--- config.mk ---
export PLATFORM = sky130hd
export DESIGN_NAME = fetch_ctrl_flat
export DESIGN_NICKNAME = d
export VERILOG_FILES = /design/src/rtl/fetch_ctrl_if.sv /design/src/rtl/fetch_ctrl.sv /design/src/flat_wrapper.sv
export SDC_FILE = /design/constraint.sdc
export NUM_CORES = 1
export LEC_CHECK = 0
export CORE_MARGIN = 1
export CORE_UTILIZATION = 40
export CTS_CLUSTER_DIAMETER = 150
export DETAILED_ROUTE_END_ITERATION = 6
export GPL_ROUTABILITY_DRIVEN = 1
export PLACE_DENSITY_LB_ADDON = 0.08
export SKIP_LAST_GASP = 1
export SYNTH_ARGS = -nofsm -noshare
export SYNTH_HDL_FRONTEND = slang
export SYNTH_SLANG_ARGS = --single-unit
--- constraint.sdc ---
create_clock -name clk -period 4.9 [get_ports clk]
set_input_delay 0.49 -clock clk [delete_from_list [all_inputs] [get_ports clk]]
set_output_delay 0.49 -clock clk [all_outputs]
set_load 0.02 [all_outputs]
--- src/rtl/fetch_ctrl_if.sv ---
// Bus between fetch_ctrl and the datapath / instruction memory.
// master: fetch_ctrl side (drives imem_addr, instr, cntrl, store_flags).
interface fetch_ctrl_if #(
    parameter int WIDTH = 64
);
    logic [31:0]      imem_data;
    logic [3:0]       flags;
    logic [1:0]       Reg_B_Tests;
    logic [WIDTH-1:0] imem_addr;
    logic [31:0]      instr;
    logic [19:0]      cntrl;
    logic [3:0]       store_flags;

    modport master (
        input  imem_data, flags, Reg_B_Tests,
        output imem_addr, instr, cntrl, store_flags
    );

    modport slave (
        output imem_data, flags, Reg_B_Tests,
        input  imem_addr, instr, cntrl, store_flags
    );
endinterface

--- src/rtl/fetch_ctrl.sv ---
// Fetch/ID control: PC, IF/ID register, decode, ID-stage branches
// with one delay slot, flag register and load-use bubbles.
// Ports: clk, reset (sync, active-high), bus (fetch_ctrl_if.master).
module fetch_ctrl #(
    parameter int          WIDTH     = 64,
    parameter logic [31:0] NOP_INSTR = 32'hD503201F
) (
    input  logic          clk,
    input  logic          reset,
    fetch_ctrl_if.master  bus
);
    localparam int RD_EN   = 7;
    localparam int MEM_WR  = 10;
    localparam int REG_WR  = 11;
    localparam int MEM2REG = 12;
    localparam int ALU_SRC = 13;
    localparam int R2LOC   = 14;
    localparam int SET_FL  = 15;
    localparam int D9_SEL  = 16;
    localparam int LDB_EXT = 17;
    localparam int MOVZK   = 18;
    localparam int MOV_SEL = 19;

    logic [WIDTH-1:0] pc;
    logic [WIDTH-1:0] id_pc;
    logic [31:0]      id_instr;
    logic             ex_rd_en;
    logic             ex_set_fl;
    logic [4:0]       ex_rd;
    logic [3:0]       flag_reg;

    logic [10:0] op11;
    logic is_addi, is_adds, is_subs, is_ldur, is_ldurb;
    logic is_stur, is_sturb, is_movz, is_movk;
    logic is_b, is_cbz, is_blt;

    assign op11     = id_instr[31:21];
    assign is_addi  = id_instr[31:22] == 10'b1001000100;
    assign is_adds  = op11 == 11'b10101011000;
    assign is_subs  = op11 == 11'b11101011000;
    assign is_ldur  = op11 == 11'b11111000010;
    assign is_ldurb = op11 == 11'b00111000010;
    assign is_stur  = op11 == 11'b11111000000;
    assign is_sturb = op11 == 11'b00111000000;
    assign is_movz  = id_instr[31:23] == 9'b110100101;
    assign is_movk  = id_instr[31:23] == 9'b111100101;
    assign is_b     = id_instr[31:26] == 6'b000101;
    assign is_cbz   = id_instr[31:24] == 8'b10110100;
    assign is_blt   = (id_instr[31:24] == 8'b01010100) &&
                      (id_instr[4:0] == 5'b01011);

    logic [19:0] dec;

    always_comb begin
        dec = '0;
        unique case (1'b1)
            is_addi: begin
                dec[6:4]     = 3'b010;
                dec[ALU_SRC] = 1'b1;
                dec[REG_WR]  = 1'b1;
                dec[MOV_SEL] = 1'b1;
            end
            is_adds, is_subs: begin
                dec[6:4]     = is_subs ? 3'b011 : 3'b010;
                dec[R2LOC]   = 1'b1;
                dec[REG_WR]  = 1'b1;
                dec[SET_FL]  = 1'b1;
                dec[MOV_SEL] = 1'b1;
            end
            is_ldur, is_ldurb: begin
                dec[3:0]     = is_ldur ? 4'd8 : 4'd1;
                dec[6:4]     = 3'b010;
                dec[RD_EN]   = 1'b1;
                dec[REG_WR]  = 1'b1;
                dec[MEM2REG] = 1'b1;
                dec[ALU_SRC] = 1'b1;
                dec[D9_SEL]  = 1'b1;
                dec[LDB_EXT] = is_ldurb;
                dec[MOV_SEL] = 1'b1;
            end
            is_stur, is_sturb: begin
                dec[3:0]     = is_stur ? 4'd8 : 4'd1;
                dec[6:4]     = 3'b010;
                dec[MEM_WR]  = 1'b1;
                dec[ALU_SRC] = 1'b1;
                dec[D9_SEL]  = 1'b1;
            end
            is_movz, is_movk: begin
                dec[REG_WR]  = 1'b1;
                dec[MOVZK]   = is_movz;
            end
            default: dec = '0;
        endcase
    end

    // Load-use: the ID instruction reads the register a load in EX writes.
    logic [4:0] rn, r2;
    logic       use_rn, use_r2, stall;

    assign rn     = id_instr[9:5];
    assign r2     = dec[R2LOC] ? id_instr[20:16] : id_instr[4:0];
    assign use_rn = is_addi | is_adds | is_subs | is_ldur | is_ldurb |
                    is_stur | is_sturb;
    assign use_r2 = is_adds | is_subs | is_stur | is_sturb | is_movk |
                    is_cbz;
    assign stall  = ex_rd_en && (ex_rd != 5'd31) &&
                    ((use_rn && rn == ex_rd) || (use_r2 && r2 == ex_rd));

    logic [WIDTH-1:0] br_off;
    logic             taken;

    assign br_off = is_b
        ? {{(WIDTH-28){id_instr[25]}}, id_instr[25:0], 2'b00}
        : {{(WIDTH-21){id_instr[23]}}, id_instr[23:5], 2'b00};
    assign taken  = !stall && (is_b || (is_cbz && bus.Reg_B_Tests[1]) ||
                               (is_blt && bus.Reg_B_Tests[0]));

    logic [31:0] issue_instr;
    logic [19:0] issue_cntrl;

    assign issue_instr     = stall ? NOP_INSTR : id_instr;
    assign issue_cntrl     = stall ? 20'd0 : dec;
    assign bus.imem_addr   = pc;
    assign bus.instr       = issue_instr;
    assign bus.cntrl       = issue_cntrl;
    assign bus.store_flags = flag_reg;

    always_ff @(posedge clk) begin
        if (reset) begin
            pc        <= '0;
            id_pc     <= '0;
            id_instr  <= NOP_INSTR;
            ex_rd_en  <= 1'b0;
            ex_set_fl <= 1'b0;
            ex_rd     <= 5'd31;
            flag_reg  <= 4'd0;
        end else begin
            if (ex_set_fl)
                flag_reg <= bus.flags;
            // A bubble carries NOP (Rd=31) and zero control into EX.
            ex_rd_en  <= issue_cntrl[RD_EN];
            ex_set_fl <= issue_cntrl[SET_FL];
            ex_rd     <= issue_instr[4:0];
            if (!stall) begin
                id_instr <= bus.imem_data;
                id_pc    <= pc;
                pc       <= taken ? id_pc + br_off : pc + WIDTH'(4);
            end
        end
    end
endmodule

--- src/flat_wrapper.sv ---
// flat-port wrapper written by rule: the top's interface ports become plain ports
module fetch_ctrl_flat 
#(
    parameter int          WIDTH     = 64,
    parameter logic [31:0] NOP_INSTR = 32'hD503201F
)
  (clk, reset, bus_imem_data, bus_flags, bus_Reg_B_Tests, bus_imem_addr, bus_instr, bus_cntrl, bus_store_flags);
  fetch_ctrl_if #(.WIDTH(WIDTH)) bus_i ();
  input  logic clk;
  input  logic reset;
  input wire logic [$bits(bus_i.imem_data)-1:0] bus_imem_data;
  input wire logic [$bits(bus_i.flags)-1:0] bus_flags;
  input wire logic [$bits(bus_i.Reg_B_Tests)-1:0] bus_Reg_B_Tests;
  output wire logic [$bits(bus_i.imem_addr)-1:0] bus_imem_addr;
  output wire logic [$bits(bus_i.instr)-1:0] bus_instr;
  output wire logic [$bits(bus_i.cntrl)-1:0] bus_cntrl;
  output wire logic [$bits(bus_i.store_flags)-1:0] bus_store_flags;
  assign bus_i.imem_data = bus_imem_data;
  assign bus_i.flags = bus_flags;
  assign bus_i.Reg_B_Tests = bus_Reg_B_Tests;
  assign bus_imem_addr = bus_i.imem_addr;
  assign bus_instr = bus_i.instr;
  assign bus_cntrl = bus_i.cntrl;
  assign bus_store_flags = bus_i.store_flags;
  fetch_ctrl #(.WIDTH(WIDTH), .NOP_INSTR(NOP_INSTR)) u_core (.clk(clk), .reset(reset), .bus(bus_i));
endmodule
==> impl_summary.txt, run 1 <==
----------------------------------------------------
[Run status]
  Result of the run ... completed

[Logic synthesis]
  Async set or reset register ratio after synthesis ... 0%
  Count of cell types in the netlist ... 83
  Cell area after synthesis ... 12,200 um^2
  EDFF count, synth ... 0
  Fraction of post-synthesis cell area in the top cell type by area ... 28.2%
  Ranking of synthesized cells by instance count ... 327 x nand2_1, 229 x a21oi_1, 171 x dfxtp_1
  Synth Flop Type ... dfxtp_1
  Mean Syn Cell Area ... 7.19 um^2
  Proportion of synthesized chip area in sequential cells ... 28.2%
  Yosys reg bits ... 171
  Synth Instances ... 1,690
  Top cells by area, synth ... dfxtp_1 28%, nand2_1 10%, a21oi_1 9.4%, ha_1 6.9%, nor2_1 3.6%
  Warnings, synthesis ... 0
  Library cell with the largest summed area after synthesis ... dfxtp_1
  Most common cell in the netlist ... nand2_1

[Setup path]
  Startpoint of the most critical register-to-register path ... u_core.id_instr[28]
  R2r setup slk ... 0.32 ns
  Type of destination of the critical path ... primary output
  Crit-path max cell delay ... 0.69 ns
  Cell with the biggest individual delay on the critical path ... or4_1
  Crit path max fanout ... 24
  Worst Path Class, Setup ... flip-flop to primary output
  Path depth of the worst reg2reg path ... 17
  Most Frequent Cell on Critical Path ... and3_1
  Critical path required time ... 4.41 ns
  Worst R2R End ... u_core.bus.imem_addr[47]
  Worst-path cell chain ... or4b_4 > or4_1 > nor2_1 > a21oi_1 > o221ai_2 > o31a_4 > and3_1 > and3_1 > clkdlybuf4s50_1
  Startpoint Class ... flip-flop
  Arr. time, crit path ... 4.18 ns

[Timing]
  Final setup viols ... 0
  Upper clock frequency limit ... 214 MHz
  Rel. slew slack ... 42.5%
  Setup repair after global routing missed its margin ... false
  Actual slew at the worst max-slew pin ... 0.862 ns
  Share of the clock period used by the worst path ... 95.3%
  Final setup slack of the worst path ... 0.229 ns
  Sum Neg Setup Slack ... 0 ns
  Fin Clk Skew ... 0.0199 ns
  Tmin final ... 4.67 ns
  Final Hold Fails ... 0
  Max Slew Vio Count ... 0

[GRT]
  Wire length of the first global-routing pass ... 65,000 um
  Number of antenna violations at the first check in global routing ... 0
  GR Util All Layers ... 26.4%
  Vias in the first global route ... 11,800
  Pin count of the biggest net entering global routing ... 76
  Final global-route overflow total ... 0

[Clocking]
  Clock slew seen by the registers of the worst setup and hold paths ... 0.08 ns
  Deepest clock path buffer count ... 2
  Number of buffers inserted during clock tree synthesis ... 17
  TritonCTS clock tree ... yes
  Clock root cell ... clkbuf_16
  Skew-Pair Late Insertion Delay ... 0.45 ns
  CTS H-tree lvls ... 4
  Total number of clock tree sinks ... 171

[Power]
  Leakage ... 5.60 nW
  Total power ... 3.30 mW
  Power Dens Cells ... 224 nW/um^2
  IR drop worst, VDD ... 0.216 mV

[Placed design]
  HPWL Detailed ... 30,100 um
  Port bufs ... 154
  Global placer's final weighted congestion ... 0.907
  Pre-CTS setup slack ... 0.133 ns

[Die]
  Number of placement rows ... 63
  Total Die Area ... 31,100 um^2
  I/O pin count ... 160
  DIE WIDTH ... 176 um
  Initial Util ... 40.8%
  Floorplan core area ... 29,800 um^2
  Height of the chip ... 176 um

[Drt]
  Via-to-Cell Ratio ... 5.75
  Router iterations before antenna repair ... 5
  Routed Antenna Nets ... 0
  Routed Wire Length ... 41,000 um
  Total DRC errors in the routed layout ... 0
  Total via count after detailed routing ... 12,700
  Final routed wire length divided by cell count ... 18.6 um
  Count of routing violations after the opening detailed-route iteration ... 942

[Final layout]
  Antenna Diode Count ... 0
  # nets final ... 1,906
  Share of layout cells above drive strength 1 ... 7.23%
  Area added between synthesis and finish ... 21.0%
  Filler Cells Inserted ... 3,045

[Hold path]
  Type of the most critical hold path ... input port to flip-flop
  Critical hold path startpoint ... reset
  Worst Hold Depth ... 2
  End point of the most critical hold path ... u_core.id_pc[62]

[Flow run]
  Number of max-cap violations ... 0

----------------------------------------------------
cell usage in the layout (no fill, tap or decap), drive strengths merged, types with 28 or more instances in the layout:
cell type,instances
nand2,327
a21oi,229
dfxtp,171
clkdlybuf4s50,153
nor2,117
o21ai,97
ha,67
nand3,59
nor3,45
buf,45
a21o,38
xnor2,36
inv,35
and2,28
metal layers:
metal  track usage (%)  vias to the layer above  share of wire [%]
li1                  -                     6247                  -
met1              37.8                     6034                 49
met2              41.6                      351                 45
met3              3.47                       28                4.8
met4              6.12                        0                1.3
met5                 0                        -                  0
critical path, delay by kind of cell (launching register included):
family                 cells  cell delay (ns)
AOI/OAI and AO/OA          3             0.69
buffers and inverters      1             0.62
DFF                        1             0.48
and+or+nand+nor            5             1.93
where the power goes:
group	leakage (nW)	internal, mW	switching [mW]	total [mW]
sequential	1.39	1.42	0.0492	1.47
clock	0.293	0.757	0.651	1.41
combinational	3.92	0.183	0.242	0.425
total	5.60	2.36	0.942	3.30
stage by stage:
stage               utilization (%)  hold slack [ns]  std cells  area [um^2]
floorplan                         -            0.432       1694        12200
global placement               47.1            0.442       2168        14000
detailed placement             47.1            0.451       2168        14000
CTS                            49.1            0.359       2200        14600
global route                   49.4            0.388       2201        14700
finish                         49.4            0.372       2201        14700
state kept, by name, indices dropped and copies added, names as in the netlist:
name                    cells
u_core.ex_rd                5
u_core.id_instr            32
u_core.ex_set_fl            1
u_core.bus.store_flags      4
u_core.ex_rd_en             1
u_core.bus.imem_addr       64
u_core.id_pc               64
layout make-up:
cell class | instances | area (um^2) | area share [%]
clock buffers | 20 | 467 | 3.17
clock inverters | 12 | 129 | 0.876
inverters | 31 | 116 | 0.791
multi-input cells | 1379 | 8180 | 55.6
flip-flops and latches | 171 | 3420 | 23.3
well taps | 390 | 488 | 3.32
repair buffers | 198 | 1910 | 13.0
what timing repair did:
| action | CTS | global route |
|---|---|---|
| gates resized for setup | 1 | 12 |
| pin swaps | 0 | 3 |
| setup buffers | 0 | 1 |
| setup endpoints to repair | 16 | 19 |
| hold buffers | 0 | 0 |
how the worst max path moves through the flow:
stage / from / slack [ns] / depth (start not counted) / endpoint
floorplan: u_core.id_instr[31] / 0.29 / 19 / u_core.bus.imem_addr[52]
detailed placement: u_core.id_instr[28] / 0.13 / 17 / u_core.bus.imem_addr[47]
CTS: u_core.id_instr[28] / 0.06 / 17 / u_core.bus.imem_addr[47]
global placement: u_core.id_instr[28] / 0.04 / 17 / u_core.bus.imem_addr[47]
finish: u_core.id_instr[23] / 0.23 / 9 / bus_cntrl[12]
global route: u_core.id_instr[28] / 0.009 / 17 / u_core.bus.imem_addr[47]
logic make-up (layout without fill, tap and decap cells):
family          after synthesis  in the layout  share of synthesized area [%]
compound gates              513            513                           25.9
mux                          27             27                           2.43
fa+ha+maj                    68             68                           7.06
other cells                   1              5                         0.0309
flops                       171            171                           28.2
buf+inv                     144            261                           5.33
simple gates                705            705                           26.7
xor+xnor                     61             61                           4.40
Note: power is estimated with default switching activity, not from simulation.
==> run 2, diff against run 1 <==
- ABC_AREA: default -> 0
==> results of run 2 <==
The final DEF is identical to that of run 1; final timing and power are the same.
